$ cat config.mk
export PLATFORM = sky130hd
export DESIGN_NAME = adc_scan_ctrl
export DESIGN_NICKNAME = d
export VERILOG_FILES = /design/src/rtl/adc_pkg.sv /design/src/rtl/adc_sclk_gen.sv /design/src/rtl/adc_scan_ctrl.sv
export SDC_FILE = /design/constraint.sdc
export NUM_CORES = 1
export LEC_CHECK = 0
export BUFFER_PORTS_ARGS = -buffer_cell sky130_fd_sc_hd__buf_2
export CAP_MARGIN = 20
export CORE_MARGIN = 3
export CORE_UTILIZATION = 49
export CTS_CLUSTER_DIAMETER = 150
export DETAILED_ROUTE_END_ITERATION = 12
export PLACE_DENSITY = 0.75
export SYNTH_ARGS = -nofsm -noshare
export SYNTH_HDL_FRONTEND = slang
export SYNTH_SLANG_ARGS = --single-unit
$ cat constraint.sdc
create_clock -name clk -period 2 [get_ports clk]
set_input_delay 0.4 -clock clk [delete_from_list [all_inputs] [get_ports clk]]
set_output_delay 0.4 -clock clk [all_outputs]
set_load 0.1 [all_outputs]
$ cat src/rtl/adc_pkg.sv
// rtl/adc_pkg.sv - shared types, constants and helpers for the ADC scan controller
package adc_pkg;

    typedef enum logic [1:0] {
        S_IDLE,
        S_SETUP,
        S_SHIFT,
        S_GAP
    } adc_state_e;

    localparam int CTRL_BITS   = 8;
    localparam int READ_BITS   = 16;
    localparam int FRAME_SCLKS = 24;

    function automatic logic [7:0] ctrl_byte(input logic [2:0] sel, input logic [3:0] lsb);
        return {1'b1, sel, lsb};
    endfunction

    // Returns {wrap, channel}: lowest enabled channel above cur, or the lowest enabled one with wrap=1.
    function automatic logic [3:0] next_ch(input logic [7:0] mask, input logic [2:0] cur);
        logic       found;
        logic [2:0] ch;
        found = 1'b0;
        ch    = 3'd0;
        for (int i = 7; i >= 0; i--) begin
            if (mask[i] && (i > int'(cur))) begin
                ch    = i[2:0];
                found = 1'b1;
            end
        end
        if (!found) begin
            for (int i = 7; i >= 0; i--) begin
                if (mask[i]) ch = i[2:0];
            end
        end
        return {~found, ch};
    endfunction

endpackage

$ cat src/rtl/adc_sclk_gen.sv
// rtl/adc_sclk_gen.sv - SCLK divider with rise/fall strobes and rising-edge counter
module adc_sclk_gen
    import adc_pkg::*;
#(
    parameter int CLK_DIV = 4
) (
    input  logic       clk,
    input  logic       rst,
    input  logic       en,
    input  logic       clr,
    output logic       sclk,
    output logic       rise,
    output logic       fall,
    output logic [4:0] sclk_cnt
);

    localparam int DIV_W = (CLK_DIV > 1) ? $clog2(CLK_DIV) : 1;

    logic [DIV_W-1:0] div_cnt;
    logic             term;

    // Strobes mark the clk edge on which sclk toggles.
    assign term = en && (div_cnt == DIV_W'(CLK_DIV - 1));
    assign rise = term && !sclk;
    assign fall = term && sclk;

    always_ff @(posedge clk or negedge rst) begin
        if (!rst) begin
            div_cnt  <= '0;
            sclk     <= 1'b0;
            sclk_cnt <= '0;
        end else if (clr) begin
            div_cnt  <= '0;
            sclk     <= 1'b0;
            sclk_cnt <= '0;
        end else if (en) begin
            if (term) begin
                div_cnt <= '0;
                sclk    <= ~sclk;
                if (!sclk && (sclk_cnt != 5'(FRAME_SCLKS))) sclk_cnt <= sclk_cnt + 5'd1;
            end else begin
                div_cnt <= div_cnt + DIV_W'(1);
            end
        end
    end

endmodule

$ cat src/rtl/adc_scan_ctrl.sv
// rtl/adc_scan_ctrl.sv - masked multi-channel scan controller for a serial SPI ADC
module adc_scan_ctrl
    import adc_pkg::*;
#(
    parameter int          NUM_CH   = 3,
    parameter int          RES_W    = 12,
    parameter int          CLK_DIV  = 4,
    parameter int          CS_GAP   = 2,
    parameter logic [3:0]  CTRL_LSB = 4'b1111
) (
    input  logic                 clk,
    input  logic                 rst,
    input  logic                 start,
    input  logic                 stop,
    input  logic                 single_shot,
    input  logic [NUM_CH-1:0]    ch_mask,
    output logic                 busy,
    output logic                 cs_n,
    output logic                 sclk,
    output logic                 din,
    input  logic                 dout,
    output logic [15:0]          sample_data,
    output logic [2:0]           sample_ch,
    output logic                 sample_valid,
    output logic                 scan_done,
    output logic [NUM_CH*16-1:0] adc_values
);

    localparam int TMR_MAX = (CLK_DIV > CS_GAP) ? CLK_DIV : CS_GAP;
    localparam int TMR_W   = $clog2(TMR_MAX + 1);

    adc_state_e        state;
    logic [TMR_W-1:0]  tmr;
    logic [2:0]        ch;
    logic [NUM_CH-1:0] mask_l;
    logic              single_l;
    logic              stop_seen;
    logic [15:0]       capture;
    logic [3:0]        nxt;
    logic [3:0]        first;
    logic [7:0]        ctrl_sh;
    logic [15:0]       res;
    logic              rise;
    logic              fall;
    logic [4:0]        sclk_cnt;
    logic              stop_eff;

    adc_sclk_gen #(.CLK_DIV(CLK_DIV)) u_sclk (
        .clk      (clk),
        .rst      (rst),
        .en       (state == S_SHIFT),
        .clr      (state != S_SHIFT),
        .sclk     (sclk),
        .rise     (rise),
        .fall     (fall),
        .sclk_cnt (sclk_cnt)
    );

    always_comb begin
        nxt      = next_ch(8'(mask_l), ch);
        first    = next_ch(8'(ch_mask), 3'd7);
        // After falling edge k the control bit 7-k is on bit 7; past the byte it shifts to 0.
        ctrl_sh  = ctrl_byte(ch, CTRL_LSB) << sclk_cnt;
        res      = 16'(capture >> (READ_BITS - RES_W));
        stop_eff = stop_seen | stop;
    end

    always_ff @(posedge clk or negedge rst) begin
        if (!rst) begin
            state        <= S_IDLE;
            tmr          <= '0;
            ch           <= '0;
            mask_l       <= '0;
            single_l     <= 1'b0;
            stop_seen    <= 1'b0;
            capture      <= '0;
            busy         <= 1'b0;
            cs_n         <= 1'b1;
            din          <= 1'b0;
            sample_data  <= '0;
            sample_ch    <= '0;
            sample_valid <= 1'b0;
            scan_done    <= 1'b0;
            adc_values   <= '0;
        end else begin
            sample_valid <= 1'b0;
            scan_done    <= 1'b0;
            case (state)
                S_IDLE: begin
                    stop_seen <= 1'b0;
                    if (start && !stop && (|ch_mask)) begin
                        mask_l   <= ch_mask;
                        single_l <= single_shot;
                        ch       <= first[2:0];
                        busy     <= 1'b1;
                        cs_n     <= 1'b0;
                        din      <= 1'b1;
                        tmr      <= TMR_W'(CLK_DIV - 1);
                        state    <= S_SETUP;
                    end
                end
                S_SETUP: begin
                    if (stop) stop_seen <= 1'b1;
                    if (tmr == '0) state <= S_SHIFT;
                    else           tmr   <= tmr - TMR_W'(1);
                end
                S_SHIFT: begin
                    if (stop) stop_seen <= 1'b1;
                    if (rise && (sclk_cnt >= 5'(CTRL_BITS))) capture <= {capture[14:0], dout};
                    if (fall) begin
                        din <= ctrl_sh[7];
                        if (sclk_cnt == 5'(FRAME_SCLKS)) begin
                            cs_n         <= 1'b1;
                            din          <= 1'b0;
                            sample_valid <= 1'b1;
                            sample_ch    <= ch;
                            sample_data  <= res;
                            for (int i = 0; i < NUM_CH; i++) begin
                                if (ch == 3'(i)) adc_values[16*i +: 16] <= res;
                            end
                            tmr       <= TMR_W'(CS_GAP - 1);
                            scan_done <= nxt[3] && (CS_GAP == 1);
                            state     <= S_GAP;
                        end
                    end
                end
                S_GAP: begin
                    if (stop) stop_seen <= 1'b1;
                    // Registered strobe: raise it one cycle early so it lands on the last gap cycle.
                    if (tmr == TMR_W'(1)) scan_done <= nxt[3];
                    if (tmr == '0) begin
                        if (stop_eff || (nxt[3] && single_l)) begin
                            busy  <= 1'b0;
                            state <= S_IDLE;
                        end else begin
                            ch    <= nxt[2:0];
                            cs_n  <= 1'b0;
                            din   <= 1'b1;
                            tmr   <= TMR_W'(CLK_DIV - 1);
                            state <= S_SETUP;
                        end
                    end else begin
                        tmr <= tmr - TMR_W'(1);
                    end
                end
                default: state <= S_IDLE;
            endcase
        end
    end

endmodule

==> run_results.csv <==
group,metric,value,unit
die,std_cell_rows,32,
global_route,first_global_vias,2629,
cells_and_area,drive_above_1_share,49.36,%
pwr,leakage,2.595,nW
timing,hold_viol,0,
worst_setup_path,path_delay_family,"compound AO/OA/AOI/OAI gates",
die,die_h,96.68,µm
timing,slew_viol_final,0,
worst_setup_path,required,2.25,ns
clocking,clock_latency,0.36,ns
cells_and_area,fin_cells,495,
global_route,grt_max_degree,37,
yosys,ys_ff_latch,91,
yosys,synth_top_flop_cell,"dfrtp_1",
die,coreArea,0.007848,mm²
pwr,ir_worst_vdd,0.0005161,V
outcome,status,"finished, final reports clean",
routing,ant_nets,0,
routing,drt_iter0_markers,76,
pwr,powerDensity,683.8,mW/mm²
place,dp_cells,475,
clocking,tritoncts,"built",
die,ioPinCount,82,
yosys,ys_warn_count,0,
die,dieWidth,96.68,µm
die,initial_core_util,51.34,%
cells_and_area,num_antenna_cells,0,
worst_setup_path,cp-end-kind,"flop",
global_route,antenna_found_initial,0,
routing,dr.pass1.iters,6,
worst_setup_path,crit_chain,"inv_1 > ha_1 > or4b_4 > o221ai_2 > a21o_1 > a211oi_2 > buf_4 > a21bo_2",
cells_and_area,synthToLayoutAreaGrowth,20.68,%
worst_setup_path,path_class,"reg -> reg",
worst_setup_path,cpPeakStageDelay,0.48,ns
routing,wirelength,8.317,mm
yosys,synthArstFlopShare,100.0,%
timing,fin_skew,0.01053,ns
global_route,grt_pass1_wl,13.78,mm
routing,drc_errors,0,
yosys,yosysSeqAreaShare,56.55,%
clocking,clockBufferDepth,2,
die,die-area,0.009346,mm²
timing,timing.final.crit_share,98.61,%
yosys,synth.cell_area,0.004029,mm²
clocking,root_buffer,"clkbuf_8",
place,dp_hpwl,5.798,mm
run,cap_violations,0,
timing,max_freq,507.0,MHz
clocking,cts.reportedPaths.clkPinSlew,0.09,ns
routing,vias_per_cell,5.273,
yosys,ys_types,47,
routing,vias,2610,
min_path,hp-class,"in -> reg",
yosys,syn_inst,295,
timing,setup_viol,0,
worst_setup_path,start_kind,"flop",
clocking,cts-buffers-inserted,9,
global_route,grtUsageTotal,18.12,%
timing,rsz0062_at_grt,"yes",
clocking,htreeDepth,3,
cells_and_area,final_area,0.004862,mm²
yosys,synth_edf_count,0,
place,gp_congestion,0.8307,
place,port_buffers,64,
timing,layout_min_cycle_time,1.972,ns
yosys,yosysTopAreaCellShare,55.90,%
worst_setup_path,slowest_stage,"or4b_4",
routing,routedWlPerCell,16.80,µm
yosys,synth_area_leader_cell,"dfrtp_1",
clocking,cts_sinks,91,
global_route,grt.overflow.total,0,
yosys,ys_top_cells_by_area,"dfrtp_1 56%, mux2_2 20%, buf_4 3.7%",
worst_setup_path,cp.arrival,2.23,ns
place,placed_area,0.004578,mm²
worst_setup_path,critPathBufInv,2,
cells_and_area,final_nets,407,
worst_setup_path,critPathMaxFanout,4,
yosys,avgSynthCellArea,13.66,µm²
-- per-layer routing --
layer / global-route usage (%) / up-vias / routed length [µm]
li1: - / 1219 / -
met1: 24.19 / 1319 / 3708
met2: 29.67 / 66 / 4161
met3: 5.047 / 6 / 381
met4: 4.104 / 0 / 66
met5: 0 / - / 0
-- where the power goes --
part | internal, mW | switching [mW]
Sequential | 1.84 | 0.00000000000000000961
Clock | 0.627 | 0.661
Combinational | 0.0162 | 0.183
Total | 2.48 | 0.843
-- worst reg2reg max path, stage by stage (launching register included) --
cell,delay (ns)
dfrtp_1,0.41
inv_1,0.12
ha_1,0.18
or4b_4,0.48
o221ai_2,0.13
a21o_1,0.15
a211oi_2,0.06
buf_4,0.16
a21bo_2,0.18
-- timing repair --
action	in CTS	in global routing
hold endpoints to repair	14	0
resized for setup	1	9
pin swaps	0	1
setup endpoints to repair	1	19
hold buffers	1	0
cloned	0	1
setup buffers	0	2
-- flip-flops by register name, indices dropped and copies added (netlist names) --
name and cells:
cs_n 1, u_sclk.div_cnt 2, mask_l 3, u_sclk.sclk 1, capture 16, stop_seen 1
sample_valid 1, ch 2, tmr 3, sample_ch 2, state 2, sample_data 12
u_sclk.sclk_cnt 5, din 1, busy 1, single_l 1, adc_values 36, scan_done 1
-- cell families (layout without fill, tap and decap cells) --
| group | count (synthesis) | after routing | synth area share (%) |
|---|---|---|---|
| AO/OA/AOI/OAI | 34 | 34 | 6.552 |
| AND/OR/NAND/NOR | 45 | 46 | 6.677 |
| multiplexers | 74 | 74 | 20.59 |
| other | 1 | 17 | 0.09308 |
| XOR/XNOR | 5 | 5 | 1.087 |
| adder cells (fa/ha/maj) | 10 | 10 | 3.106 |
| buffers and inverters | 35 | 116 | 5.341 |
| flip-flops | 91 | 91 | 56.55 |
-- synth_stat cells (2+ instances only) --
| cell | number |
|---|---|
| nand3_1 | 2 |
| o22ai_1 | 2 |
| inv_1 | 11 |
| nor2_2 | 2 |
| dfrtp_1 | 90 |
| xnor2_1 | 2 |
| nor4b_1 | 3 |
| ha_1 | 10 |
| o21a_1 | 2 |
| o211ai_1 | 2 |
| and2_1 | 2 |
| buf_4 | 20 |
| clkbuf_1 | 2 |
| a31oi_1 | 2 |
| a21oi_1 | 6 |
| and4b_1 | 2 |
| nand2_1 | 7 |
| mux2_2 | 71 |
| a21o_1 | 2 |
| xor2_1 | 3 |
| nor2_1 | 13 |
| nor3_1 | 2 |
| nor2b_1 | 4 |
| mux2i_1 | 3 |
| nand4_1 | 2 |
| o21ai_0 | 7 |
-- cells in the final DEF, fill, tap and decap left out, types with 3 or more instances in the layout --
master | Yosys | layout
a21oi_1 | 6 | 6
buf_12 | 0 | 3
buf_2 | 1 | 63
buf_4 | 20 | 21
clkbuf_8 | 0 | 10
conb_1 | 1 | 17
dfrtp_1 | 90 | 89
ha_1 | 10 | 10
inv_1 | 11 | 10
mux2_2 | 71 | 70
mux2i_1 | 3 | 3
nand2_1 | 7 | 6
nor2_1 | 13 | 12
nor2_2 | 2 | 3
nor2b_1 | 4 | 3
nor4b_1 | 3 | 3
o21ai_0 | 7 | 7
xor2_1 | 3 | 3
-- through the flow --
| stage | setup TNS, ns | util (%) | setup slack [ns] | total power, mW | hold slack, ns |
|---|---|---|---|---|---|
| floorplan | 0 | - | 0.02232 | 2.043 | 0.1044 |
| global placement | 0 | 58.34 | 0.09306 | 2.072 | 0.3860 |
| detailed placement | -0.03785 | 58.34 | -0.03785 | 2.073 | 0.3886 |
| CTS | 0 | 61.18 | 0.02622 | 3.359 | 0.2400 |
| global route | -0.1808 | 61.96 | -0.05677 | 3.445 | 0.2438 |
| finish | 0 | 61.96 | 0.02778 | 3.325 | 0.2570 |
-- path summary, 6_finish.rpt --
kind,startpoint,endpoint,slack [ns],cells after the start
max,state[1],tmr[2],0.03,8
min,single_shot,single_l,0.26,3
max reg2reg,state[1],tmr[2],0.03,8
min reg2reg,u_sclk.div_cnt[0],u_sclk.div_cnt[0],0.44,1
max in group asynchronous,rst,adc_values[22],0.87,3
min in group asynchronous,rst,adc_values[38],0.54,2
-- area by class of cell --
class                      count  area (µm²)
tap                          102       127.6
multi-input combinational    186        1647
clock inverter                 6       72.57
sequential                    91        2282
clock buffer                  10       137.6
timing repair buffer          89       554.3
fill                         624        2985
inverter                      11       41.29
Note: power is estimated with default switching activity, not from simulation.
